**src/rtl/dbf_scan_seq.sv**
```systemverilog
// Scan-line sequencer for the digital beamformer: LUT load, transmit window, receive window.
// Optional macro DBF_LINE_CNT_EN adds a 16-bit completed-line counter output.
module dbf_scan_seq #(
    parameter int unsigned ADDR_WD   = 11,
    parameter int unsigned LUT_DEPTH = 2048,
    parameter int unsigned TX_LEN    = 64
) (
    input  logic               clk,
    input  logic               rst_n,
    input  logic               line_trig,
    input  logic               lut_load_req,
    input  logic               abort,
    output logic               tx_en,
    output logic               start,
    output logic [ADDR_WD-1:0] dbf_lut_addr,
    output logic               dbf_lut_we,
    output logic               lut_load_ack,
    output logic               line_done,
    output logic               trig_drop,
    output logic               busy
`ifdef DBF_LINE_CNT_EN
    ,
    output logic [15:0]        line_cnt
`endif
);

    // One phase counter serves LOAD, TX and RX, so it must span both LUT and TX lengths.
    localparam int unsigned TX_WD  = (TX_LEN > 1) ? $clog2(TX_LEN) : 1;
    localparam int unsigned CNT_WD = (ADDR_WD > TX_WD) ? ADDR_WD : TX_WD;

    localparam logic [CNT_WD-1:0] LUT_LAST = CNT_WD'(LUT_DEPTH - 1);
    localparam logic [CNT_WD-1:0] TX_LAST  = CNT_WD'(TX_LEN - 1);

    typedef enum logic [2:0] {
        StIdle,
        StLoad,
        StTx,
        StRx,
        StDone
    } state_e;

    state_e              state_q, state_d;
    logic [CNT_WD-1:0]   cnt_q, cnt_d;

    logic                tx_en_q, tx_en_d;
    logic                start_q, start_d;
    logic                we_q, we_d;
    logic [ADDR_WD-1:0]  addr_q, addr_d;
    logic                ack_q, ack_d;
    logic                done_q, done_d;
    logic                drop_q, drop_d;
    logic                busy_q, busy_d;

    always_comb begin
        state_d = state_q;
        cnt_d   = cnt_q + CNT_WD'(1);

        unique case (state_q)
            StIdle: begin
                cnt_d = '0;
                if (lut_load_req) begin
                    state_d = StLoad;
                end else if (line_trig) begin
                    state_d = StTx;
                end
            end
            StLoad: begin
                if (cnt_q == LUT_LAST) begin
                    state_d = StIdle;
                    cnt_d   = '0;
                end
            end
            StTx: begin
                if (cnt_q == TX_LAST) begin
                    state_d = StRx;
                    cnt_d   = '0;
                end
            end
            StRx: begin
                if (cnt_q == LUT_LAST) begin
                    state_d = StDone;
                    cnt_d   = '0;
                end
            end
            StDone: begin
                state_d = StIdle;
                cnt_d   = '0;
            end
            default: begin
                state_d = StIdle;
                cnt_d   = '0;
            end
        endcase

        if (abort) begin
            state_d = StIdle;
            cnt_d   = '0;
        end
    end

    // Outputs are decoded from the next state so every port comes straight from a flop.
    always_comb begin
        tx_en_d = (state_d == StTx);
        start_d = (state_d == StRx);
        we_d    = (state_d == StLoad);
        addr_d  = '0;
        if ((state_d == StLoad) || (state_d == StRx)) begin
            addr_d = cnt_d[ADDR_WD-1:0];
        end
        ack_d   = (state_q == StLoad) && (state_d == StIdle) && !abort;
        done_d  = (state_d == StDone);
        drop_d  = line_trig && ((state_q != StIdle) || lut_load_req || abort);
        busy_d  = (state_d != StIdle);
    end

    always_ff @(posedge clk) begin
        if (!rst_n) begin
            state_q <= StIdle;
            cnt_q   <= '0;
            tx_en_q <= 1'b0;
            start_q <= 1'b0;
            we_q    <= 1'b0;
            addr_q  <= '0;
            ack_q   <= 1'b0;
            done_q  <= 1'b0;
            drop_q  <= 1'b0;
            busy_q  <= 1'b0;
        end else begin
            state_q <= state_d;
            cnt_q   <= cnt_d;
            tx_en_q <= tx_en_d;
            start_q <= start_d;
            we_q    <= we_d;
            addr_q  <= addr_d;
            ack_q   <= ack_d;
            done_q  <= done_d;
            drop_q  <= drop_d;
            busy_q  <= busy_d;
        end
    end

    assign tx_en        = tx_en_q;
    assign start        = start_q;
    assign dbf_lut_we   = we_q;
    assign dbf_lut_addr = addr_q;
    assign lut_load_ack = ack_q;
    assign line_done    = done_q;
    assign trig_drop    = drop_q;
    assign busy         = busy_q;

`ifdef DBF_LINE_CNT_EN
    logic [15:0] line_cnt_q;

    // Counts alongside the line_done flop; abort only suppresses done, never touches the count.
    always_ff @(posedge clk) begin
        if (!rst_n) begin
            line_cnt_q <= '0;
        end else if (done_d) begin
            line_cnt_q <= line_cnt_q + 16'd1;
        end
    end

    assign line_cnt = line_cnt_q;
`endif

endmodule

```
**config.mk**
```make
export PLATFORM = sky130hd
export DESIGN_NAME = dbf_scan_seq
export DESIGN_NICKNAME = d
export VERILOG_FILES = /design/src/rtl/dbf_scan_seq.sv
export SDC_FILE = /design/constraint.sdc
export NUM_CORES = 1
export LEC_CHECK = 0
export BUFFER_PORTS_ARGS = -buffer_cell sky130_fd_sc_hd__buf_2
export CAP_MARGIN = 10
export CORE_MARGIN = 3
export CORE_UTILIZATION = 50
export CTS_BUF_LIST = sky130_fd_sc_hd__clkbuf_2
export DETAILED_ROUTE_END_ITERATION = 12
export PLACE_DENSITY = 0.76
export SYNTH_ARGS = -nofsm -noshare
export SYNTH_HDL_FRONTEND = slang
export SYNTH_SLANG_ARGS = --single-unit
```
**constraint.sdc**
```tcl
create_clock -name clk -period 1.7 [get_ports clk]
set_input_delay 0.34 -clock clk [delete_from_list [all_inputs] [get_ports clk]]
set_output_delay 0.34 -clock clk [all_outputs]
set_load 0.005 [all_outputs]
```
### Word-level counts from Yosys, hierarchy flattened

Cells that the tools add are included.

| cells by class | value |
|---|---|
| add/subtract/negate cells | 1 |
| equal/unequal tests | 9 |
| multiplexer cells | 11 |
| reductions and logical operators | 13 |

Operator list:

| cell | number |
|---|---|
| 11-bit 2-to-1 mux | 3 |
| 11-bit one-hot mux with 2 select lines | 1 |
| 3-bit 2-to-1 mux | 6 |
| 3-bit by 2-bit == test with 1-bit output (second input constant) | 4 |
| 3-bit one-hot mux with 4 select lines | 1 |
| 11-bit by 1-bit adder with 11-bit output (second input constant) | 1 |
| 11-bit == test (second input constant) | 1 |
| 11-bit by 6-bit == test with 1-bit output (second input constant) | 1 |
| 3-bit by 1-bit == test with 1-bit output (second input constant) | 2 |
| 3-bit zero test | 2 |
| 3-bit nonzero test | 2 |
| 3-bit == test (second input constant) | 1 |
| 1-bit logical AND | 3 |
| 1-bit logical OR | 3 |
| 2-bit AND reduction | 1 |
| 2-bit OR reduction | 1 |
| 1-bit zero test | 1 |

| word-level totals | value |
|---|---|
| flip-flop bits (word level) | 32 |
| input bits | 5 |
| word-level logic and storage cells | 44 |

### Depth between registers and ports, before layout

| logic depth | value |
|---|---|
| depth after elaboration | 7 |
| depth in mapped cells | 7 |
| gate-level depth less buffers | 5 |

### Worst setup path before layout

OpenSTA, ideal clock, no wires.

| path | value |
|---|---|
| kind | register -> register |
| start | reg cnt_q[0] |
| end | reg cnt_q[10] |
| arrival | 1.608 ns |
| setup slack | -0.036 ns |
| stages on the path, launching flop included | 7 |
| path through | dfxtp_1 > ha_1 > nand4_2 > or3_1 > buf_6 > a32oi_4 > nor2_1 |

| on the way | value |
|---|---|
| longest elaborated chain between the ends | 4 |
| elaborated cells on any way between the ends | 7 |
| classes of those cells | add/sub: 1; eq/ne: 2; mux: 4 |

RTL lines:

| element | RTL line | text |
|---|---|---|
| start, declared | 43 | `logic [CNT_WD-1:0] cnt_q, cnt_d;` |
| start signal, assigned | 130 | `cnt_q <= cnt_d;` |
| 11-bit by 1-bit adder with 11-bit output, or another cell as far along | 56 | `cnt_d = cnt_q + CNT_WD'(1);` |
| 11-bit 2-to-1 mux, on equally long branches | 68, 80, 74 |  |
| 11-bit one-hot mux with 2 select lines (*) | 58 | `unique case (state_q)` |
| 11-bit 2-to-1 mux (*) | 95 | `if (abort) begin` |

Mark *: on every way between the ends. The rest lies on a longest branch, timed or not.
A chain may end at the register's enable or synchronous reset.

### Worst setup path after layout

| path | value |
|---|---|
| start | reg state_q[2] |
| end | reg cnt_q[4] |

| on the way | value |
|---|---|
| longest elaborated chain between the ends | 4 |
| elaborated cells on any way between the ends | 6 |
| classes of those cells | eq/ne: 3; mux: 2; reduce/logical: 1 |

RTL lines:

| element | RTL line | text |
|---|---|---|
| start, declared | 42 | `state_e state_q, state_d;` |
| start signal, assigned | 118 | `state_q <= StIdle;` |
| start signal, assigned | 129 | `state_q <= state_d;` |
| 3-bit by 1-bit == test with 1-bit output or 3-bit by 2-bit == test with 1-bit output (tied branches) | 58 |  |
| 2-bit OR reduction (no line) | - |  |
| 11-bit one-hot mux with 2 select lines (*) | 58 |  |
| 11-bit 2-to-1 mux (*) | 95 |  |

Marked as above.

==> metrics.yaml <==
run_status:
  status: "finished clean"
timing:
  finClkSkew_ns: 0.0116
  fin_hold_ws_ns: 0.171
  fin_tns_setup_ns: 0
  max_freq_ghz: 0.619
  drv_slew: 0
  relSlewSlack: 0.724
  post-route-period-util: 0.950
  fin_ws_ns: 0.0846
  finalHoldViolCount: 0
  rsz0062_at_grt: "no"
  min_period_ns: 1.62
  tightest_slew_ns: 0.403
  finalSetupViolCount: 0
power_and_ir_drop:
  leakage_uw: 0.000614
  power.density_nw_per_um2: 905
  peakVddDrop_v: 0.000712
die:
  dieArea_um2: 3040
  core_area_um2: 2250
  start_util: 0.536
  dieWidth_um: 55.1
  dieHeight_um: 55.1
  io_pins: 23
  rows: 17
critical_path:
  reg2reg_from: "state_q[2]"
  cp_max_fo: 10
  worst-setup-path-type: "reg2reg"
  startpoint: "state_q[2]"
  cp_slowest_stage_delay_ns: 0.50
  crit_slowest_cell: "or3b_2"
  startpoint_type: "register"
  crit_buf_inv: 1
  crit_path_end_kind: "register"
  worstPathRequired_ns: 2.03
  crit_arrival_ns: 1.94
  path_cells: "or3b_2 -> nor3_1 -> a32oi_4 -> buf_12 -> nor2_1"
  crit_family: "simple AND/OR/NAND/NOR gates"
synth:
  yosys.area.top_type: "dfxtp_1"
  synthFlopType: "dfxtp_1"
  synth-edff-count: 0
  synth_fp_nets: 134
  avgSynthCellArea_um2: 9.43
  yosysWarningCount: 0
  seq_area_frac_synth: 0.531
  synthCells: 128
  ys_ff_latch: 32
  post_synth_main_area_contributors: "dfxtp_1 (53%), nor2_1 (8.1%), xor2_1 (5.1%)"
  async_flop_share: 0
  netlist.area_leader.share: 0.531
  synth_most_common_cell: "dfxtp_1"
  syn_area_um2: 1210
  ys_types: 32
  synth_commonest_cells: "dfxtp_1 (32), nor2_1 (26)"
finish:
  syn_to_final_growth_pct: 23.3
  diodes: 0
  drive_gt1_frac: 0.294
  final_cell_count_no_fill: 191
  nets: 168
global_route:
  grt_pass1_vias: 835
  antenna_found_initial: 0
  gr-total-overflow: 0
  grt_util_all_layers: 0.178
  grt_first_pass_wirelength_mm: 3.69
  grt_max_degree: 12
clocking:
  cts-root-buf: "clkbuf_2"
  h-tree-depth: 2
  hold_buffers: 0
  clk_path_buf_depth: 2
  path_clk_slew_ns: 0.17
  cts_tree: "yes"
  numCtsBuffers: 5
  clock-sinks: 32
  clk_latency_ns: 0.39
min_path:
  worstHoldStart: "line_trig"
  hp-class: "in2reg"
detailed_routing:
  drc: 0
  wl_mm: 2.33
  drt_iter0_drc: 17
  postRouteAntennaNets: 0
  via_per_inst: 5.24
  vias: 1000
  routedWlPerCell_um: 12.2
  first_pass_iters: 4
flow_run:
  cap_violations: 0
place:
  portBuffers: 22
  dpl.hpwl_mm: 1.66
  dp_worst_setup_slack_ns: -0.0471
  gp_congestion: 0.873
  dp_cells: 181
==> state kept, by name, indices dropped and copies added (netlist names) <==
| register | count |
|---|---|
| tx_en | 1 |
| trig_drop | 1 |
| line_done | 1 |
| dbf_lut_addr | 11 |
| state_q | 3 |
| lut_load_ack | 1 |
| busy | 1 |
| start | 1 |
| dbf_lut_we | 1 |
| cnt_q | 11 |
==> per-stage QoR <==
step / instance area (µm²) / power, µW / util
floorplan: 1210 / 818 / -
global placement: 1370 / 838 / 0.609
detailed placement: 1370 / 839 / 0.609
CTS: 1470 / 1350 / 0.652
global route: 1490 / 1390 / 0.660
finish: 1490 / 1350 / 0.660
==> worst register-to-register path, stage by stage, from the launching register on <==
cell	delay [ns]
dfxtp_1	0.40
or3b_2	0.50
nor3_1	0.31
a32oi_4	0.10
buf_12	0.16
nor2_1	0.09
==> layer usage <==
metal  vias up  GRT usage  wire (µm)
met3         8     0.0483        118
li1        510          -          -
met5         -          0          0
met1       458      0.231       1090
met2        24      0.248       1060
met4         0      0.134         70
==> layout by cell type (no fill, tap or decap), types with 2 or more instances in the layout <==
cell      Yosys  routed
and4_1        2       2
dfxtp_1      32      30
nand2b_1      2       2
buf_4         1       9
dfxtp_2       0       2
nand3_1       7       7
nand2_1       7       7
nand4_1       5       5
xor2_1        7       7
o21ai_0       4       4
nor3_1        7       7
nor2_1       26      26
buf_2         1      22
inv_1         2       2
and3_1        2       2
a21oi_1       5       5
clkbuf_2      0       5
==> what timing repair did <==
action                                 CTS  global route
setup endpoints to repair               10            14
pin swaps                                1             1
setup buffers                            1             1
endpoints found under the hold margin    0             0
gates resized for setup                  3             2
==> path summary, 6_finish.rpt <==
| path | to | slack, ns | cells after the start |
|---|---|---|---|
| max reg2reg | cnt_q[4] | 0.08 | 5 |
| min reg2reg | cnt_q[0] | 0.56 | 2 |
| max | cnt_q[4] | 0.08 | 5 |
| min | trig_drop | 0.17 | 3 |
==> power breakdown <==
part	internal (µW)	leakage, µW	switching (µW)
sequential	760	0.000260	8.09
combinational	28.8	0.000315	32.1
clock	246	0.0000390	274
==> layout make-up <==
cell class / instances / area (µm²)
fillers: 197 / 766
flip-flops and latches: 32 / 643
multi-input cells: 89 / 538
repair buffers: 32 / 198
clock inverters: 3 / 42.5
well taps: 28 / 35.0
clock buffers: 5 / 25.0
inverters: 2 / 7.51
==> cells by family (layout without fill, tap and decap cells) <==
kind of cell | Yosys count | count (layout) | share of synthesized area
xor gates and xnor gates | 8 | 8 | 0.0580
buffers and inverters | 7 | 42 | 0.0383
AOI/OAI and AO/OA | 14 | 14 | 0.0850
and+or+nand+nor | 66 | 66 | 0.278
adders and majority gates | 1 | 1 | 0.0104
DFF | 32 | 32 | 0.531
Note: power is estimated with default switching activity, not from simulation.
